## config.mk

```make
export PLATFORM = sky130hd
export DESIGN_NAME = key_event_arbiter
export DESIGN_NICKNAME = d
export VERILOG_FILES = /design/src/rtl/key_event_arbiter.sv
export SDC_FILE = /design/constraint.sdc
export NUM_CORES = 1
export LEC_CHECK = 0
export BUFFER_PORTS_ARGS = -buffer_cell sky130_fd_sc_hd__buf_2
export CAP_MARGIN = 15
export CORE_ASPECT_RATIO = 2
export CORE_UTILIZATION = 55
export DETAILED_ROUTE_END_ITERATION = 10
export GPL_TIMING_DRIVEN = 0
export PLACE_DENSITY_LB_ADDON = 0.25
export SLEW_MARGIN = 20
export SYNTH_ARGS = -nofsm -noshare
export SYNTH_HDL_FRONTEND = slang
export SYNTH_SLANG_ARGS = --single-unit
export TNS_END_PERCENT = 5
```

## constraint.sdc

```tcl
create_clock -name clk -period 4.3 [get_ports clk]
set_clock_uncertainty 0.05 [all_clocks]
set_input_delay 0 -clock clk [delete_from_list [all_inputs] [get_ports clk]]
set_output_delay 0 -clock clk [all_outputs]
set_load 0.05 [all_outputs]
```

## src/rtl/key_event_arbiter.sv

```systemverilog
// key_event_arbiter: per-key short/long press classifier feeding a small event FIFO.
// Defining KEY_REPEAT_EN adds auto-repeat events while a key stays held.
//
// state     | meaning
// S_IDLE    | key released, waiting for key_rise
// S_PRESSED | key down, timing toward a long press
// S_HELD    | long press reported, waiting for key_fall (repeats if enabled)
module key_event_arbiter #(
  parameter int          N_KEYS     = 4,
  parameter int          KEY_W      = 2,
  parameter logic [26:0] LONG_CNT   = 27'd100_000_000,
  parameter logic [26:0] REPEAT_CNT = 27'd20_000_000,
  parameter int          FIFO_DEPTH = 4
) (
  input  logic              clk,
  input  logic              rst,
  input  logic [N_KEYS-1:0] key_rise,
  input  logic [N_KEYS-1:0] key_fall,
  output logic              evt_valid,
  input  logic              evt_ready,
  output logic [KEY_W-1:0]  evt_key,
  output logic [1:0]        evt_type,
  output logic              evt_overrun
);

  localparam int          PW          = $clog2(FIFO_DEPTH);
  localparam logic [26:0] LONG_LAST   = LONG_CNT - 27'd1;
  localparam logic [26:0] REPEAT_LAST = REPEAT_CNT - 27'd1;
  localparam logic [1:0]  T_SHORT     = 2'b00;
  localparam logic [1:0]  T_LONG      = 2'b01;
`ifdef KEY_REPEAT_EN
  localparam logic [1:0]  T_REPEAT    = 2'b10;
`endif

  typedef enum logic [1:0] {S_IDLE, S_PRESSED, S_HELD} key_state_e;

  key_state_e        state_q      [N_KEYS];
  key_state_e        state_d      [N_KEYS];
  logic [26:0]       timer_q      [N_KEYS];
  logic [26:0]       timer_d      [N_KEYS];
  logic [N_KEYS-1:0] tmr_hit;
  logic [N_KEYS-1:0] raise_q, raise_d;
  logic [1:0]        raise_type_q [N_KEYS];
  logic [1:0]        raise_type_d [N_KEYS];
  logic [N_KEYS-1:0] pend_vld_q, pend_vld_d;
  logic [1:0]        pend_type_q  [N_KEYS];
  logic [1:0]        pend_type_d  [N_KEYS];
  logic [N_KEYS-1:0] grant;
  logic              push, pop, full;
  logic              overrun_q, overrun_d;
  logic [KEY_W-1:0]  push_key;
  logic [1:0]        push_type;
  logic [PW-1:0]     wr_ptr_q, wr_ptr_d, rd_ptr_q, rd_ptr_d;
  logic [PW:0]       cnt_q, cnt_d;
  logic [KEY_W-1:0]  mem_key_q    [FIFO_DEPTH];
  logic [KEY_W-1:0]  mem_key_d    [FIFO_DEPTH];
  logic [1:0]        mem_type_q   [FIFO_DEPTH];
  logic [1:0]        mem_type_d   [FIFO_DEPTH];

  function automatic logic [26:0] sat_inc(input logic [26:0] v);
    return (v == '1) ? v : v + 27'd1;
  endfunction

  // One timer per key; the terminal count depends on whether the key is still pressed or held.
  always_comb begin
    for (int i = 0; i < N_KEYS; i++) begin
      tmr_hit[i] = (timer_q[i] == ((state_q[i] == S_HELD) ? REPEAT_LAST : LONG_LAST));
    end
  end

  always_comb begin
    for (int i = 0; i < N_KEYS; i++) begin
      state_d[i]      = state_q[i];
      timer_d[i]      = timer_q[i];
      raise_d[i]      = 1'b0;
      raise_type_d[i] = T_SHORT;
      unique case (state_q[i])
        S_IDLE: begin
          if (key_rise[i] && !key_fall[i]) begin
            state_d[i] = S_PRESSED;
            timer_d[i] = '0;
          end
        end
        S_PRESSED: begin
          if (key_fall[i]) begin
            state_d[i] = S_IDLE;
            raise_d[i] = 1'b1;
          end else if (tmr_hit[i]) begin
            state_d[i]      = S_HELD;
            timer_d[i]      = '0;
            raise_d[i]      = 1'b1;
            raise_type_d[i] = T_LONG;
          end else begin
            timer_d[i] = sat_inc(timer_q[i]);
          end
        end
        S_HELD: begin
          if (key_fall[i]) begin
            state_d[i] = S_IDLE;
`ifdef KEY_REPEAT_EN
          end else if (tmr_hit[i]) begin
            timer_d[i]      = '0;
            raise_d[i]      = 1'b1;
            raise_type_d[i] = T_REPEAT;
`endif
          end else begin
            timer_d[i] = sat_inc(timer_q[i]);
          end
        end
        default: state_d[i] = S_IDLE;
      endcase
    end
  end

  // Fixed priority: the lowest occupied pending slot wins the single push per cycle.
  always_comb begin
    pop       = evt_valid && evt_ready;
    full      = (cnt_q == (PW+1)'(FIFO_DEPTH));
    grant     = '0;
    push_key  = '0;
    push_type = T_SHORT;
    for (int i = N_KEYS - 1; i >= 0; i--) begin
      if (pend_vld_q[i]) begin
        grant     = '0;
        grant[i]  = 1'b1;
        push_key  = KEY_W'(i);
        push_type = pend_type_q[i];
      end
    end
    push      = (|pend_vld_q) && (!full || pop);
    overrun_d = overrun_q;
    for (int i = 0; i < N_KEYS; i++) begin
      pend_vld_d[i]  = pend_vld_q[i] && !(push && grant[i]);
      pend_type_d[i] = pend_type_q[i];
      if (raise_q[i]) begin
        if (pend_vld_d[i]) begin
          overrun_d = 1'b1;
        end else begin
          pend_vld_d[i]  = 1'b1;
          pend_type_d[i] = raise_type_q[i];
        end
      end
    end
  end

  always_comb begin
    mem_key_d  = mem_key_q;
    mem_type_d = mem_type_q;
    wr_ptr_d   = wr_ptr_q;
    rd_ptr_d   = rd_ptr_q;
    if (push) begin
      mem_key_d[wr_ptr_q]  = push_key;
      mem_type_d[wr_ptr_q] = push_type;
      wr_ptr_d             = wr_ptr_q + PW'(1);
    end
    if (pop) begin
      rd_ptr_d = rd_ptr_q + PW'(1);
    end
    cnt_d = cnt_q + (PW+1)'(push) - (PW+1)'(pop);
  end

  always_ff @(posedge clk or posedge rst) begin
    if (rst) begin
      for (int i = 0; i < N_KEYS; i++) begin
        state_q[i]      <= S_IDLE;
        timer_q[i]      <= '0;
        raise_type_q[i] <= T_SHORT;
        pend_type_q[i]  <= T_SHORT;
      end
      for (int j = 0; j < FIFO_DEPTH; j++) begin
        mem_key_q[j]  <= '0;
        mem_type_q[j] <= '0;
      end
      raise_q    <= '0;
      pend_vld_q <= '0;
      overrun_q  <= 1'b0;
      wr_ptr_q   <= '0;
      rd_ptr_q   <= '0;
      cnt_q      <= '0;
    end else begin
      state_q      <= state_d;
      timer_q      <= timer_d;
      raise_q      <= raise_d;
      raise_type_q <= raise_type_d;
      pend_vld_q   <= pend_vld_d;
      pend_type_q  <= pend_type_d;
      overrun_q    <= overrun_d;
      mem_key_q    <= mem_key_d;
      mem_type_q   <= mem_type_d;
      wr_ptr_q     <= wr_ptr_d;
      rd_ptr_q     <= rd_ptr_d;
      cnt_q        <= cnt_d;
    end
  end

  assign evt_valid   = (cnt_q != '0);
  assign evt_key     = mem_key_q[rd_ptr_q];
  assign evt_type    = mem_type_q[rd_ptr_q];
  assign evt_overrun = overrun_q;

endmodule

```

Word level (Yosys, flattened, before mapping) --
Index checks and enable logic that the tools add are counted.
Word-level totals: register bits 164, output and inout bits 6, word-level logic and storage cells 237, bits of input ports 11
Cells by class: equal/unequal tests 37, muxes and demuxes 106, $add $sub $neg 8, $lt $le $gt $ge 3, bitwise gates (word level) 6, reductions and logical operators 47
Operator list (count):
- $mux 27 | 24
- $pmux 27 s3 | 4
- $add 27x1->27 const B | 4
- $eq 27x27->1 | 4
- $eq 27x27->1 const B | 4
- $mux 2 | 29
- $mux 1 | 36
- $ne 2x2->1 const B | 16
- $pmux 2 s3 | 4
- $bwmux 8 | 2
- $mux 4 | 4
- $reduce_and 4->1 | 4
- $logic_and 1x1->1 | 15
- $reduce_bool 3->1 | 5
- $ne 3x3->1 const B | 4
- $reduce_and 3->1 | 4
- $logic_not 1->1 | 9
- $bmux 2 s2 | 2
- $eq 2x1->1 const B | 4
- $eq 2x2->1 const B | 4
- $logic_not 2->1 | 4
- $reduce_and 2->1 | 4
- $ge 3x3->1 const B | 2
- $not 2->3 | 2
- other kinds (9) | 13

Longest topological paths before layout --
word-level depth 15, depth in mapped cells 10, depth with buffers taken out 9

Worst setup path after synthesis --
Ideal clock, no wire load.
path type register -> register, start reg state_q[2] in the netlist's numbering, end reg timer_q[44] in the netlist's numbering, path slack 1.700 ns, clock period less this slack 2.600 ns, setup time 0.134 ns, path buffers 1, stages on the path, launching flop included 9, arrival time 2.415 ns, required time 4.116 ns, path through dfrtp_1 inv_1 ha_1 nand3b_1 o2bb2a_1 or4_1 a221oi_2 buf_2 a21oi_1
On the way: word-level cells in the longest chain between the ends 6, elaborated cells between the ends (all ways) 13, classes of those cells 6 x eq/ne; 4 x mux; 3 x reduce/logical
RTL lines:
- start: declaration | line 37 | key_state_e state_q [N_KEYS];
- start signal: assignment | line 181 | state_q <= state_d;
- $eq 2x2->1 | line 67, 77
- $mux 27 | line 67 | tmr_hit[i] = (timer_q[i] == ((state_q[i] == S_HELD) ? REPEAT_LAST : LONG_LAST));
- $eq 27x27->1 | line 67
- $mux 27 | line 88 | end else if (tmr_hit[i]) begin
- $mux 27 | line 85 | if (key_fall[i]) begin
- $pmux 27 s3 | line 77 | unique case (state_q[i])
- end signal: assignment | line 182 | timer_q <= timer_d;
- end: declaration | line 39 | logic [26:0] timer_q [N_KEYS];
Parallel ways exist; a longest one is shown, timed or not. The select of a mux whose other input is x is not followed. A chain may end at the register's enable or synchronous reset.

Worst setup path after layout --
start reg timer_q[27] in the netlist's numbering, end reg timer_q[32] in the netlist's numbering
On the way: word-level cells in the longest chain between the ends 5, elaborated cells between the ends (all ways) 8, classes of those cells 1 x add/sub; 2 x eq/ne; 5 x mux
RTL lines:
- $add 27x1->27 / $eq 27x27->1 (equally long branches) | line 61 | return (v == '1) ? v : v + 27'd1;
- $mux 27 | line 61
- $mux 27 | line 88
- $mux 27 | line 85
- $pmux 27 s3 (*) | line 77
Every way passes the cells marked *; elsewhere a longest branch is shown, timed or not. The select of a mux whose other input is x is not followed.

==> flow_metrics.tcl <==
set metrics [dict create \
    drcViolationCount 0 \
    dr.pass1.iters 6 \
    p_per_area_nw_per_um2 461.1 \
    n_antenna_cell 0 \
    overflow 0 \
    antenna_found_initial 0 \
    synth_edf_count 0 \
    worstSetupPathDepth 7 \
    crit_chain "ha_1 -> nor4b_1 -> nand4_1 -> or4_1 -> a221oi_2 -> buf_2 -> a21oi_1" \
    crit_path_max_fanout 10 \
    cts_resized 0 \
    clk_pin_slew_ps 70 \
    ys_seq_elements 152 \
    grt_pass1_vias 8065 \
    hold_viol 0 \
    max_freq_mhz 297.8 \
    rsz0062_at_grt "no" \
    synth_cell_type_count 74 \
    via_per_inst 6.439 \
    io_pins 17 \
    start_util_pct 56.14 \
    grt_max_degree 97 \
    dpl.cell_count 1166 \
    cts-root-buf "clkbuf_16" \
    core_area_um2 15780 \
    syn_area_um2 8857 \
    startpoint_type "flip-flop" \
    cp.required_ps 4550 \
    hold_class "input port to flip-flop" \
    cts_tree "done" \
    worstSkewPairLatency_ps 430 \
    cp.arrival_ps 3600 \
    final-max-slew-violation-count 0 \
    yosysWarnings 0 \
    end_kind "flip-flop" \
    irDropWorstVdd_uv 289.5 \
    setup_viol 0 \
    area.growth.synth_to_final_pct 11.98 \
    path_buf_inv 1 \
    synthCells 950 \
    routed_wl_um 22110 \
    place.gp.congestion 0.9127 \
    r2r_cells 7 \
    finalPower_uw 4574 \
    status "finished, final reports clean" \
    dp_hpwl_um 15760 \
    port-buffer-count 14 \
    hold_buffers 8 \
    dieHeight_um 181.5 \
    tightest_slew_ps 1072 \
    slew_headroom_pct 28.37 \
    post-cts-setup-buffers 0 \
    drt-initial-drc-count 449 \
    synth_ff_type "dfrtp_1" \
    numCtsBuffers 17 \
    layout_common_cells "dfrtp_1 (152), a21oi_1 (86), nand2_1 (80)" \
    fin_nets 1027 \
    drive_above_1_share_pct 10.35 \
    htree_levels 4 \
    yosysSeqAreaShare_pct 42.94 \
    ant_nets 0 \
    synth_nets 985 \
    grt_util_all_layers_pct 28.29 \
    fp-row-count 65 \
    finalNonFillerCells 1206 \
    dieArea_um2 16650 \
    slowest_delay_ps 660 \
    clock_path_buffers 2 \
    wl_per_cell_um 18.33 \
    max_cap_viol_count 0 \
    avgSynthCellArea_um2 9.323 \
    vias 7765 \
    crit_slowest_cell "a221oi_2" \
    power.leakage_uw 0.003909 \
    grt_pass1_wl_um 37610 \
    async_flop_share_pct 100.0 \
    hold_depth 4 \
    final_common_cell "dfrtp_1" \
    period_minus_slack_ps 3358 \
    cts.sinks 152 \
    die_w_um 91.74 \
    crit_type "flip-flop to flip-flop" \
    crit_family "simple AND/OR/NAND/NOR gates" \
    fin_crit_sh_pct 78.09 \
]
-- tightest hold or removal path: stages --
cell     delay [ps]
buf_2           110
nor2b_1         140
o21ai_0         140
mux2i_1          70
-- flip-flops by register name, summed over array words and instances (netlist names) --
name and cells:
mem_type_q 4, wr_ptr_q 2, pend_vld_q 4, raise_type_q 4, pend_type_q 4, mem_key_q 8
rd_ptr_q 2, timer_q 108, cnt_q 3, state_q 8, evt_overrun 1, raise_q 4
-- report_power, final --
group	leakage (µW)	total [µW]	internal, µW	switching [µW]
Sequential	0.00207	1750	1590	157
Combinational	0.00155	1250	435	814
Clock	0.000289	1580	927	650
-- worst paths after layout --
path	start	to	slack (ps)
setup / recovery	timer_q[27]	timer_q[32]	940
hold / removal	key_rise[1]	state_q[4]	30
setup reg to reg	timer_q[27]	timer_q[32]	940
hold reg to reg	raise_type_q[2]	pend_type_q[2]	430
max in group asynchronous	rst	rd_ptr_q[1]	3290
min in group asynchronous	rst	timer_q[65]	90
-- metal layers --
metal	part of all wire (%)	up-vias	GRT usage, %
met5	0	-	0
met4	4.4	0	17.00
met3	2.2	77	3.266
met2	57	177	54.08
met1	37	3812	28.65
li1	-	3699	-
-- kinds of logic (layout without fill, tap and decap cells) --
logic type | after synthesis | count (layout) | share of synthesized area (%)
compound gates | 235 | 235 | 17.12
xor+xnor | 30 | 30 | 2.966
fa+ha+maj | 24 | 24 | 3.475
buf+inv | 73 | 128 | 3.475
flops | 152 | 152 | 42.94
mux | 24 | 24 | 3.334
other cells | 1 | 1 | 0.04234
simple gates | 411 | 411 | 26.64
-- cells in the mapped netlist (6+ instances only) --
master / instances / area share (%)
dfrtp_1: 152 / 43
inv_1: 32 / 1.4
o2111ai_1: 9 / 0.89
nand4_1: 28 / 2.0
xnor2_1: 11 / 1.1
clkbuf_1: 26 / 1.1
mux2_2: 14 / 1.8
nand2b_1: 7 / 0.49
buf_2: 10 / 0.57
xor2_1: 19 / 1.9
mux2i_1: 7 / 0.79
or4_1: 58 / 4.9
nand3_1: 38 / 2.1
and3_1: 18 / 1.3
nand2_1: 80 / 3.4
nor4_1: 18 / 1.3
nor3_1: 22 / 1.2
ha_1: 23 / 3.2
and4_1: 6 / 0.59
o31ai_1: 42 / 3.6
o21ai_0: 42 / 2.4
or2_2: 9 / 0.64
nor2_1: 55 / 2.3
or3_1: 25 / 1.8
a31oi_1: 6 / 0.42
a21oi_1: 86 / 4.9
and2_1: 9 / 0.64
-- layout make-up --
type                    instances  area [µm²]
clock inverters                15       192.7
fillers                      1345        5859
inverters                      32       127.6
well taps                     201       251.5
flip-flops and latches        152        3804
clock buffers                  17       425.4
multi-input cells             725        4752
plain buffers                  41       187.7
repair buffers                 23       177.7
-- per-stage QoR --
step           hold WS, ps  worst slack, ps  util, %  instance area [µm²]  setup TNS, ps
2_1_floorplan        16.41            156.9        -                 8857              0
5_1_grt              50.48            806.4    62.86                 9918              0
4_1_cts              28.42             1011    62.86                 9918              0
3_3_place_gp         214.8            -1628    58.18                 9179        -244570
6_report             34.46            942.0    62.86                 9918              0
3_5_place_dp         4.649             1014    58.44                 9220              0
Note: power is estimated with default switching activity, not from simulation.
